<file path="config.mk">
export PLATFORM = sky130hd
export DESIGN_NAME = irq_ctrl_flat
export DESIGN_NICKNAME = d
export VERILOG_FILES = /design/src/rtl/irq_ctrl_if.sv /design/src/rtl/irq_ctrl.sv /design/src/flat_wrapper.sv
export SDC_FILE = /design/constraint.sdc
export NUM_CORES = 1
export LEC_CHECK = 0
export CORE_ASPECT_RATIO = 1.4
export CORE_MARGIN = 1.5
export CORE_UTILIZATION = 50
export DETAILED_ROUTE_END_ITERATION = 12
export PLACE_DENSITY = 0.74
export SLEW_MARGIN = 5
export SYNTH_ARGS = -nofsm -noshare
export SYNTH_HDL_FRONTEND = slang
export SYNTH_SLANG_ARGS = --single-unit
export TNS_END_PERCENT = 50
</file>
<file path="constraint.sdc">
create_clock -name clk -period 2.7 [get_ports clk]
set_input_delay 0.54 -clock clk [delete_from_list [all_inputs] [get_ports clk]]
set_output_delay 0.54 -clock clk [all_outputs]
set_load 0.005 [all_outputs]
</file>
<file path="src/rtl/irq_ctrl_if.sv">
// Core-facing interrupt handshake plus the software register port of irq_ctrl.
// master = core/software side, slave = the controller.
interface irq_ctrl_if;
    logic        irq_en;
    logic        irq_ack;
    logic        irq_out;
    logic [3:0]  cause;
    logic        reg_we;
    logic [1:0]  reg_addr;
    logic [15:0] reg_wdata;
    logic [15:0] reg_rdata;

    modport master (
        output irq_en, irq_ack, reg_we, reg_addr, reg_wdata,
        input  irq_out, cause, reg_rdata
    );

    modport slave (
        input  irq_en, irq_ack, reg_we, reg_addr, reg_wdata,
        output irq_out, cause, reg_rdata
    );
endinterface

</file>
<file path="src/rtl/irq_ctrl.sv">
// Interrupt controller: synchronises NSRC sources, latches edge requests, masks,
// picks the lowest-index active source and runs the request/ack handshake with the core.
module irq_ctrl #(
    parameter int unsigned NSRC        = 8,
    parameter int unsigned SYNC_STAGES = 2
) (
    input  logic            clk,
    input  logic            rst,
    input  logic [NSRC-1:0] src_in,
    irq_ctrl_if.slave       bus
);

    typedef enum logic [1:0] {StIdle, StReq, StWait} state_e;

    logic [SYNC_STAGES-1:0][NSRC-1:0] sync_q;
    logic [NSRC-1:0] prev_q;
    logic [NSRC-1:0] pend_q, pend_d;
    logic [NSRC-1:0] mask_q, edge_q;
    state_e          state_q;
    logic            irq_out_q;
    logic [3:0]      cause_q;
    logic            cause_valid_q;

    logic [NSRC-1:0] s_sync, rise, pending, active, sel_oh, clr;
    logic [3:0]      sel;
    logic            any, ack_take;
    logic            we_pend, we_mask, we_cause, we_edge;
    logic            unused_wdata;

    assign s_sync  = sync_q[SYNC_STAGES-1];
    assign rise    = s_sync & ~prev_q;
    // Level sources bypass the latch so they track the synchroniser output directly.
    assign pending = (pend_q & edge_q) | (s_sync & ~edge_q);
    assign active  = pending & mask_q;
    assign any     = |active;
    assign sel_oh  = active & ~(active - NSRC'(1));

    always_comb begin
        sel = '0;
        for (int i = NSRC - 1; i >= 0; i--) begin
            if (active[i]) sel = 4'(i);
        end
    end

    assign ack_take = (state_q == StReq) && bus.irq_ack;
    assign we_pend  = bus.reg_we && (bus.reg_addr == 2'd0);
    assign we_mask  = bus.reg_we && (bus.reg_addr == 2'd1);
    assign we_cause = bus.reg_we && (bus.reg_addr == 2'd2);
    assign we_edge  = bus.reg_we && (bus.reg_addr == 2'd3);
    assign unused_wdata = ^bus.reg_wdata;

    always_comb begin
        clr = '0;
        if (we_pend)  clr = clr | bus.reg_wdata[NSRC-1:0];
        if (ack_take) clr = clr | sel_oh;
        // A fresh edge wins over a same-cycle clear.
        pend_d = (((pend_q & ~clr) | rise) & edge_q) | (s_sync & ~edge_q);
    end

    always_ff @(posedge clk or posedge rst) begin
        if (rst) begin
            sync_q <= '0;
            prev_q <= '0;
            pend_q <= '0;
            mask_q <= '0;
            edge_q <= '1;
        end else begin
            sync_q <= {sync_q[SYNC_STAGES-2:0], src_in};
            prev_q <= s_sync;
            pend_q <= pend_d;
            if (we_mask) mask_q <= bus.reg_wdata[NSRC-1:0];
            if (we_edge) edge_q <= bus.reg_wdata[NSRC-1:0];
        end
    end

    always_ff @(posedge clk or posedge rst) begin
        if (rst) begin
            state_q       <= StIdle;
            irq_out_q     <= 1'b0;
            cause_q       <= '0;
            cause_valid_q <= 1'b0;
        end else begin
            if (we_cause) cause_valid_q <= 1'b0;
            unique case (state_q)
                StIdle: begin
                    if (any && bus.irq_en) begin
                        state_q   <= StReq;
                        irq_out_q <= 1'b1;
                    end
                end
                StReq: begin
                    if (bus.irq_ack) begin
                        cause_q       <= sel;
                        cause_valid_q <= 1'b1;
                        irq_out_q     <= 1'b0;
                        state_q       <= StWait;
                    end else if (!any || !bus.irq_en) begin
                        irq_out_q <= 1'b0;
                        state_q   <= StIdle;
                    end
                end
                StWait: begin
                    // Hold off until the core has actually disabled interrupts.
                    irq_out_q <= 1'b0;
                    if (!bus.irq_en) state_q <= StIdle;
                end
                default: begin
                    irq_out_q <= 1'b0;
                    state_q   <= StIdle;
                end
            endcase
        end
    end

    always_comb begin
        bus.reg_rdata = '0;
        unique case (bus.reg_addr)
            2'd0: bus.reg_rdata[NSRC-1:0] = pending;
            2'd1: bus.reg_rdata[NSRC-1:0] = mask_q;
            2'd2: bus.reg_rdata = {cause_valid_q, 11'b0, cause_q};
            2'd3: bus.reg_rdata[NSRC-1:0] = edge_q;
            default: bus.reg_rdata = '0;
        endcase
    end

    assign bus.irq_out = irq_out_q;
    assign bus.cause   = cause_q;

endmodule

</file>
<file path="src/flat_wrapper.sv">
// flat-port wrapper written by rule: the top's interface ports become plain ports
module irq_ctrl_flat 
#(
    parameter int unsigned NSRC        = 8,
    parameter int unsigned SYNC_STAGES = 2
)
  (clk, rst, src_in, bus_irq_en, bus_irq_ack, bus_reg_we, bus_reg_addr, bus_reg_wdata, bus_irq_out, bus_cause, bus_reg_rdata);
  irq_ctrl_if bus_i ();
  input  logic clk;
  input  logic rst;
  input  logic [NSRC-1:0] src_in;
  input wire logic [$bits(bus_i.irq_en)-1:0] bus_irq_en;
  input wire logic [$bits(bus_i.irq_ack)-1:0] bus_irq_ack;
  input wire logic [$bits(bus_i.reg_we)-1:0] bus_reg_we;
  input wire logic [$bits(bus_i.reg_addr)-1:0] bus_reg_addr;
  input wire logic [$bits(bus_i.reg_wdata)-1:0] bus_reg_wdata;
  output wire logic [$bits(bus_i.irq_out)-1:0] bus_irq_out;
  output wire logic [$bits(bus_i.cause)-1:0] bus_cause;
  output wire logic [$bits(bus_i.reg_rdata)-1:0] bus_reg_rdata;
  assign bus_i.irq_en = bus_irq_en;
  assign bus_i.irq_ack = bus_irq_ack;
  assign bus_i.reg_we = bus_reg_we;
  assign bus_i.reg_addr = bus_reg_addr;
  assign bus_i.reg_wdata = bus_reg_wdata;
  assign bus_irq_out = bus_i.irq_out;
  assign bus_cause = bus_i.cause;
  assign bus_reg_rdata = bus_i.reg_rdata;
  irq_ctrl #(.NSRC(NSRC), .SYNC_STAGES(SYNC_STAGES)) u_core (.clk(clk), .rst(rst), .src_in(src_in), .bus(bus_i));
endmodule
</file>
Word level (Yosys, flattened, before mapping) --
Cells that the tools add are included.
Storage, ports and cells: output and inout bits 21, word-level logic and storage cells 73, register bits 56, input port bits 31
Cells by class: muxes and demuxes 24, bitwise logic cells 15, reduce and logical (&&, ||, !) cells 15, eq/ne operators 8, $add $sub $neg 1
Operators by type and width (number):
- $and 8x8->8 | 7
- $not 8->8 | 4
- $or 8x8->8 | 4
- $pmux 8 s4 | 1
- $mux 4 | 7
- $mux 8 | 3
- $mux 2 | 4
- $reduce_or 8->1 | 1
- $sub 8x1->8 const B | 1
- $eq 2x2->1 const B | 3
- $logic_and 1x1->1 | 6
- $mux 1 | 6
- $pmux 2 s3 | 1
- $eq 2x1->1 const B | 2
- $logic_not 2->1 | 2
- $reduce_and 2->1 | 2
- $mux 3 | 1
- $ne 3x3->1 const B | 1
- $reduce_and 3->1 | 1
- $logic_not 1->1 | 2
- $ne 2x1->1 const B | 1
- $ne 2x2->1 const B | 1
- $pmux 1 s2 | 1
- $logic_or 1x1->1 | 1

Logic depth before layout (Yosys ltp) --
Gate-level depths: netlist (run 1).
depth in word-level cells 14, gate-level depth with buffers 5, depth with buffers taken out 4

Worst setup path after synthesis (run 1) --
No wires, ideal clock.
path kind register to output, from register u_core.edge_q[2], to output port bus_reg_rdata[2], cell stages (with the launch flop) 3, setup slack 0.793 ns, data arrival time 1.367 ns, data required time 2.160 ns, path buffers 0, cell sequence dfstp_2 > mux2_2 > mux4_2
Between the ends: word-level cells in the longest chain between the ends 4, elaborated cells on any way between the ends 5, those cells by class 1 x mux; 4 x bitwise
Ends and longest elaborated chain:
- from (decl) | RTL line irq_ctrl.sv:18 | logic [NSRC-1:0] mask_q, edge_q;
- from (signal assigned) | RTL line irq_ctrl.sv:72 | if (we_edge) edge_q <= bus.reg_wdata[NSRC-1:0];
- $not 8->8 | RTL line irq_ctrl.sv:33 | assign pending = (pend_q & edge_q) | (s_sync & ~edge_q);
- $and 8x8->8 | RTL line irq_ctrl.sv:33
- $or 8x8->8 | RTL line irq_ctrl.sv:33
- $pmux 8 s4 * | RTL line irq_ctrl.sv:117 | unique case (bus.reg_addr)
- to (decl) | RTL line flat_wrapper.sv:19 | output wire logic [$bits(bus_i.reg_rdata)-1:0] bus_reg_rdata;
Mark *: on every way between the ends. The rest lies on a longest branch, timed or not.

Worst setup path after layout (run 1) --
from input port bus_reg_addr[1], to output port bus_reg_rdata[4]
Between the ends: word-level cells in the longest chain between the ends 2, elaborated cells on any way between the ends 5, those cells by class 3 x eq/ne; 1 x mux; 1 x reduce/logical
Ends and longest elaborated chain:
- from (decl) | RTL line flat_wrapper.sv:15 | input wire logic [$bits(bus_i.reg_addr)-1:0] bus_reg_addr;
- $eq 2x2->1, or another cell as far along | RTL line irq_ctrl.sv:117
- $pmux 8 s4 * | RTL line irq_ctrl.sv:117
Marks and branches as above.

==> metrics, run 1 <==
Final Skew=0.00520 ns; Reg2Reg Depth=4; M2 GR Usage=35.6%; Row Count=30; synthesis-stage register bit count=55; drt via density=5.53; Final Util=64.5%; post-synth cell types=47; Worst Path Arrival=2.07 ns; MaxCap Viol Count=0; DR vias=1,742; DRT Pass-1 Iters=4; worst-case clock buffer depth=2; final setup fails=0; cts hold-fix bufs=0; syn_area_per_cell=12.3 um2; Clock Root Buffer=clkbuf_8; Setup CP Type=primary input to primary output; Initial DRC Count=64; Worst Setup Start Kind=primary input; CP required=2.16 ns; Hold Fails Final Rpt=0; Layout area overhead=24.8%; drt total wl=5190 um; vias in the first global route=1,710; Design Area, Final=3130 um2; mapped cell area=2500 um2; register area share after synthesis=55.3%; P_leak=1.36 nW; Achievable Freq=0.383 GHz; global-route wire length before repair=8380 um; CORE AREA=4840 um2; GPL Wtd Cong=0.806; ANT cells=0; met3 usage=3.25%; Max H-tree Level=2; DIE AREA=5450 um2; DRT antenna net count=0; layout cells sized above 1=24.3%; VDD IR max=0.493 mV; Final period util=96.7%; DRC=0; run status=finished, final reports clean; # nets final=281; CTS tree=done; Slew Limit Fails=0; DPL Wire Length=3640 um; gr ovfl total=0; Critical Path End Type=primary output; Slew @ Worst Pin=0.530 ns; Tmin final=2.61 ns; all-layer global routing usage=20.3%; die height=86.7 um; Die X=62.8 um; # port buffers=35; PD cells=704 nW/um2; Post-DP Area=2960 um2; clock latency on the worst-skew pair=0.30 ns; worst hold path class=register to register; clk slew on worst S/H paths=0.09 ns; Slew HR=64.6%; Synth warnings=0; synthesized instance count=204; GR met1 Demand/Resource=25.8%; hold depth=0; fillcell total=374; Top Usage Layer GRT=met2; clk sinks=55; I/O pin cnt=52; CTS buffer count=5; peak fanout along the critical path=4; maximum number of pins on one net before global-route repair=34; initial antenna violation count=0; drt wl/cell=16.5 um; setup_tns=0 ns; RSZ-0062 raised after global routing=no; Starting Density=51.7%
==> cells by family after synthesis <==
family | synth area share (%)
flip-flops | 55.3
AND/OR/NAND/NOR | 10.6
AO/OA/AOI/OAI | 14.5
multiplexers | 14.9
buffers and inverters | 4.45
other | 0.150
==> power by group <==
group	internal, mW	leakage (nW)	switching (mW)	total, mW
Sequential	0.971	0.638	0.136	1.11
Combinational	0.363	0.672	0.245	0.608
Clock	0.234	0.0515	0.252	0.487
==> final cells by class <==
type                            count  area [um2]  share of cell area (%)
Timing Repair Buffer               44         474                    15.2
Inverter                            9        33.8                    1.08
Sequential cell                    55        1390                    44.4
Clock buffer                        8         100                    3.20
Multi-Input combinational cell    135        1050                    33.6
Tap cell                           64        80.1                    2.56
==> Yosys cell counts, drive strengths merged <==
library cell  number  area share, %
dfrtp             47             47
nand2             25            3.7
mux2              22             10
a21oi             14            2.9
buf               11            2.9
inv                9            1.3
dfstp              8            8.4
o21ai              6            1.2
a22o               5            1.8
nor3b              5            1.9
o22ai              5            1.2
mux2i              4            1.7
nor2               4           0.60
a22oi              3            1.3
a31oi              3           0.75
a32o               3            1.2
mux4               3            2.7
nand3              3           0.60
nand4              3           0.75
nor2b              3           0.75
a211oi             2           0.80
nand3b             2           0.60
a21boi             1           0.30
a21o               1           0.30
a221oi             1           0.35
a2bb2oi            1            1.0
a32oi              1           0.35
and2               1           0.25
and3               1           0.25
and3b              1           0.35
and4b              1           0.40
clkbuf             1           0.15
conb               1           0.15
nand4b             1           0.35
o221ai             1           0.35
o2bb2ai            1           0.60
==> layer usage <==
layer,vias up,wire length (um)
li1,819,-
met1,883,2210
met2,34,2740
met3,6,165
met4,0,73
met5,-,0
==> registers in the layout, indices dropped and copies added (netlist names) <==
signal	flops
u_core.mask_q	8
u_core.cause_valid_q	1
u_core.s_sync	8
u_core.state_q	2
u_core.bus.irq_out	1
u_core.prev_q	8
u_core.edge_q	8
u_core.sync_q	8
u_core.pend_q	8
u_core.bus.cause	3
==> what timing repair did <==
item                                    CTS  global route
endpoints found under the setup margin    7             5
buffers inserted                          0             1
cloned                                    1             0
gates resized for setup                   4             5
==> critical path: stages <==
cell and delay, ns:
clkdlybuf4s50_1 0.54, and2_1 0.24, a21oi_1 0.08, o22ai_1 0.15, clkdlybuf4s50_1 0.52
==> worst paths after layout <==
check	start	endpoint	slack, ns
hold / removal	u_core.sync_q[1]$_DFF_PP0_	u_core.s_sync[1]$_DFF_PP0_	0.36
max in group asynchronous	rst	u_core.edge_q[1]$_DFFE_PP1P_	1.51
setup / recovery	bus_reg_addr[1]	bus_reg_rdata[4]	0.09
setup reg to reg	u_core.edge_q[0]$_DFFE_PP1P_	u_core.pend_q[5]$_DFF_PP0_	0.99
min in group asynchronous	rst	u_core.prev_q[4]$_DFF_PP0_	0.57
hold reg to reg	u_core.sync_q[1]$_DFF_PP0_	u_core.s_sync[1]$_DFF_PP0_	0.36
==> placed cells by master, fill, tap and decap left out, types with 5 or more instances in the layout <==
cell             Yosys  final
buf_4                8      6
inv_1                9      8
mux2_4               4      6
o22ai_1              5      5
dfrtp_1             47     47
mux2_2              17     16
clkdlybuf4s50_1      0     31
a21oi_1             13     13
dfstp_2              8      8
conb_1               1      8
nand2_1             25     25
clkbuf_8             0      7
==> stage by stage <==
| step | cells | hold WS [ns] | worst slack [ns] | total power [mW] |
|---|---|---|---|---|
| 2_1_floorplan | 211 | 0.331 | 0.793 | 1.46 |
| 3_3_place_gp | 305 | 0.333 | -0.0353 | 1.69 |
| 3_5_place_dp | 305 | 0.337 | -0.0538 | 1.71 |
| 4_1_cts | 314 | 0.359 | 0.00321 | 2.21 |
| 5_1_grt | 315 | 0.365 | 0.0280 | 2.32 |
| 6_report | 315 | 0.356 | 0.0902 | 2.20 |
No activity file was read; power rests on OpenSTA's default activity.
==> inputs of run 2 (changes only) <==
--- a/config.mk
+++ b/config.mk
@@ -9,7 +9,7 @@
 export CORE_MARGIN = 1.5
 export CORE_UTILIZATION = 50
 export DETAILED_ROUTE_END_ITERATION = 12
-export PLACE_DENSITY = 0.74
+export PLACE_DENSITY = 0.76
 export SLEW_MARGIN = 5
 export SYNTH_ARGS = -nofsm -noshare
 export SYNTH_HDL_FRONTEND = slang
==> run 2 against run 1 <==
Net effect: worst setup slack worse by 0.0069 ns; critical endpoint is now bus_reg_rdata[7]; final cell count up 0.95%; design area up 0.68%; combinational power down 2%; flip-flop and latch count unchanged.
==> metrics, run 2 (synthesized netlist as in run 1, its figures left out) <==
Setup CP Type=primary input to primary output; # nets final=284 (+1.1%); DR vias=1,732 (-0.57%); Slew Limit Fails=0 (unchanged); VDD IR max=0.474 mV (-4.0%); P_leak=1.37 nW (+0.99%); Tmin final=2.62 ns (+0.00688 ns); Final Util=65.0% (+0.44 points); Reg power frac=47.7% (-2.6 points); Critical Path End Type=primary output; Internal=1.69 mW (+8.0%); area of the multi-input gates=1050 um2 (-0.48%); CTS buffer count=5 (unchanged); total power=2.32 mW (+5.5%); Final period util=96.9% (+0.25 points); Starting Density=51.7% (unchanged); drt via density=5.45 (-1.5%); crit-path cells=clkdlybuf4s50_1, buf_4, nor2_1, buf_4, a22o_2, clkdlybuf4s50_1; run status=finished, final reports clean; MaxCap Viol Count=0 (unchanged); final setup fails=0 (unchanged); clk slew on worst S/H paths=0.09 ns (about the same); DIE AREA=5450 um2 (unchanged); Crit path max-delay family=buffers and inverters; GPL Wtd Cong=0.809 (+0.40%); DPL Wire Length=3750 um (+2.9%); die height=86.7 um (unchanged); Layout area overhead=25.6%; DRC=0 (unchanged); all-layer global routing usage=20.8% (+0.55 points); RSZ-0062 raised after global routing=no; PD cells=738 nW/um2 (+4.8%); drt total wl=5130 um (-1.2%); CP required=2.16 ns (about the same); maximum number of pins on one net before global-route repair=32 (-5.9%); CTS tree=done; P_sw=0.629 mW (-0.66%); commonest non-fill, non-tap cell in the layout=dfrtp_1; initial antenna violation count=0 (unchanged); DRT antenna net count=0 (unchanged); vias in the first global route=1,807 (+5.7%); Worst Path Arrival=2.08 ns (about the same); Logic pwr share=25.7% (-1.9 points); CORE AREA=4840 um2 (unchanged); clock share of power=26.7% (+4.6 points); I/O pin cnt=52 (unchanged); Die X=62.8 um (unchanged); DRT Pass-1 Iters=4 (unchanged); peak fanout along the critical path=4 (unchanged); CP max-delay cell=clkdlybuf4s50_1; Max H-tree Level=2 (unchanged); Worst Setup Start Kind=primary input; layout cells sized above 1=24.8% (+0.50 points); drt wl/cell=16.1 um (-2.1%); worst-case clock buffer depth=2 (unchanged); Clock Root Buffer=clkbuf_8; Achievable Freq=0.382 GHz (-0.26%); worst hold path class=register to register; switching share of power=27.1% (-1.7 points); Initial DRC Count=63 (-1.6%); Slew @ Worst Pin=0.540 ns (+0.0108 ns); clk sinks=55 (unchanged); gr ovfl total=0 (unchanged); fillcell total=371 (-0.80%); clock latency on the worst-skew pair=0.31 ns (about the same); Hold Fails Final Rpt=0 (unchanged); crit-path max cell delay=0.51 ns (-0.03 ns); Slew HR=63.9% (-0.68 points); most frequent cells in the layout=dfrtp_1 (47), clkdlybuf4s50_1 (28), nand2_1 (25), mux2_2 (16), a21oi_1 (13); Storage cell area=1390 um2 (unchanged); # port buffers=35 (unchanged); global-route wire length before repair=8650 um (+3.2%); Worst Path Buf+Inv=4 (+2); Final Skew=0.00887 ns (+0.00366 ns); Row Count=30 (unchanged); ANT cells=0 (unchanged)
[run 2: changes by cell type in the layout (fill, tap and decap cells not counted), moves of 2 or more]
cell / change
buf_4: +3
bufinv_16: +2
dlygate4sd2_1: +4
clkdlybuf4s50_1: -3
clkbuf_8: -2
[run 2: layer usage]
layer | track usage [%] | vias to the layer above | routed length (um)
met2 | 36.0 | 36 | 2760
met3 | 4.03 | 8 | 177
met4 | 9.90 | 0 | 92
li1 | - | 821 | -
met1 | 25.2 | 867 | 2100
met5 | 0 | - | 0
[run 2: cell type report]
| cell class | count | area share, % |
|---|---|---|
| Sequential cell | 55 | 44.1 |
| Multi-Input combinational cell | 135 | 33.2 |
| Timing Repair Buffer | 47 | 14.9 |
| Tap cell | 64 | 2.54 |
| Clock buffer | 6 | 2.31 |
| Clock inverter | 2 | 1.91 |
| Inverter | 9 | 1.07 |
[run 2: metrics by stage]
step | setup TNS (ns) | setup slack (ns) | instance area, um2 | hold slack [ns] | cells
final | 0 | 0.0833 | 3150 | 0.352 | 318
after global routing | 0 | 0.00800 | 3150 | 0.366 | 318
after CTS | -0.0214 | -0.0150 | 3130 | 0.356 | 317
after detailed placement | -0.100 | -0.0534 | 2990 | 0.335 | 309
after global placement | -0.278 | -0.0584 | 2990 | 0.333 | 309
after floorplan | 0 | 0.793 | 2530 | 0.331 | 211
[run 2: timing repair]
action | CTS | global route
resized for setup | 9 | 3
setup buffers | 0 | 1
hold buffers | 0 | 0
setup endpoints to repair | 7 | 2
cloned | 0 | 0
pin swaps | 0 | 0
[run 2: path summary, 6_finish.rpt]
check / slack (ns) / depth (start not counted) / from / endpoint
worst max-delay path: 0.08 / 6 / bus_reg_addr[0] / bus_reg_rdata[7]
worst min-delay path: 0.35 / 0 / u_core.sync_q[0]$_DFF_PP0_ / u_core.s_sync[0]$_DFF_PP0_
worst max register to register: 0.97 / 4 / u_core.edge_q[6]$_DFFE_PP1P_ / u_core.bus.cause[0]$_DFFE_PP0P_
worst min register to register: 0.35 / 0 / u_core.sync_q[0]$_DFF_PP0_ / u_core.s_sync[0]$_DFF_PP0_
max in group asynchronous: 1.49 / 3 / rst / u_core.edge_q[1]$_DFFE_PP1P_
min in group asynchronous: 0.59 / 2 / rst / u_core.sync_q[5]$_DFF_PP0_
[run 2: power groups by stage]
stage               clock network, mW  registers, mW  logic (mW)
finish                          0.620           1.11       0.596
global route                    0.669           1.13       0.654
CTS                             0.639           1.11       0.599
detailed placement                  0           1.12       0.597
global placement                    0           1.11       0.585
floorplan                           0           1.09       0.376
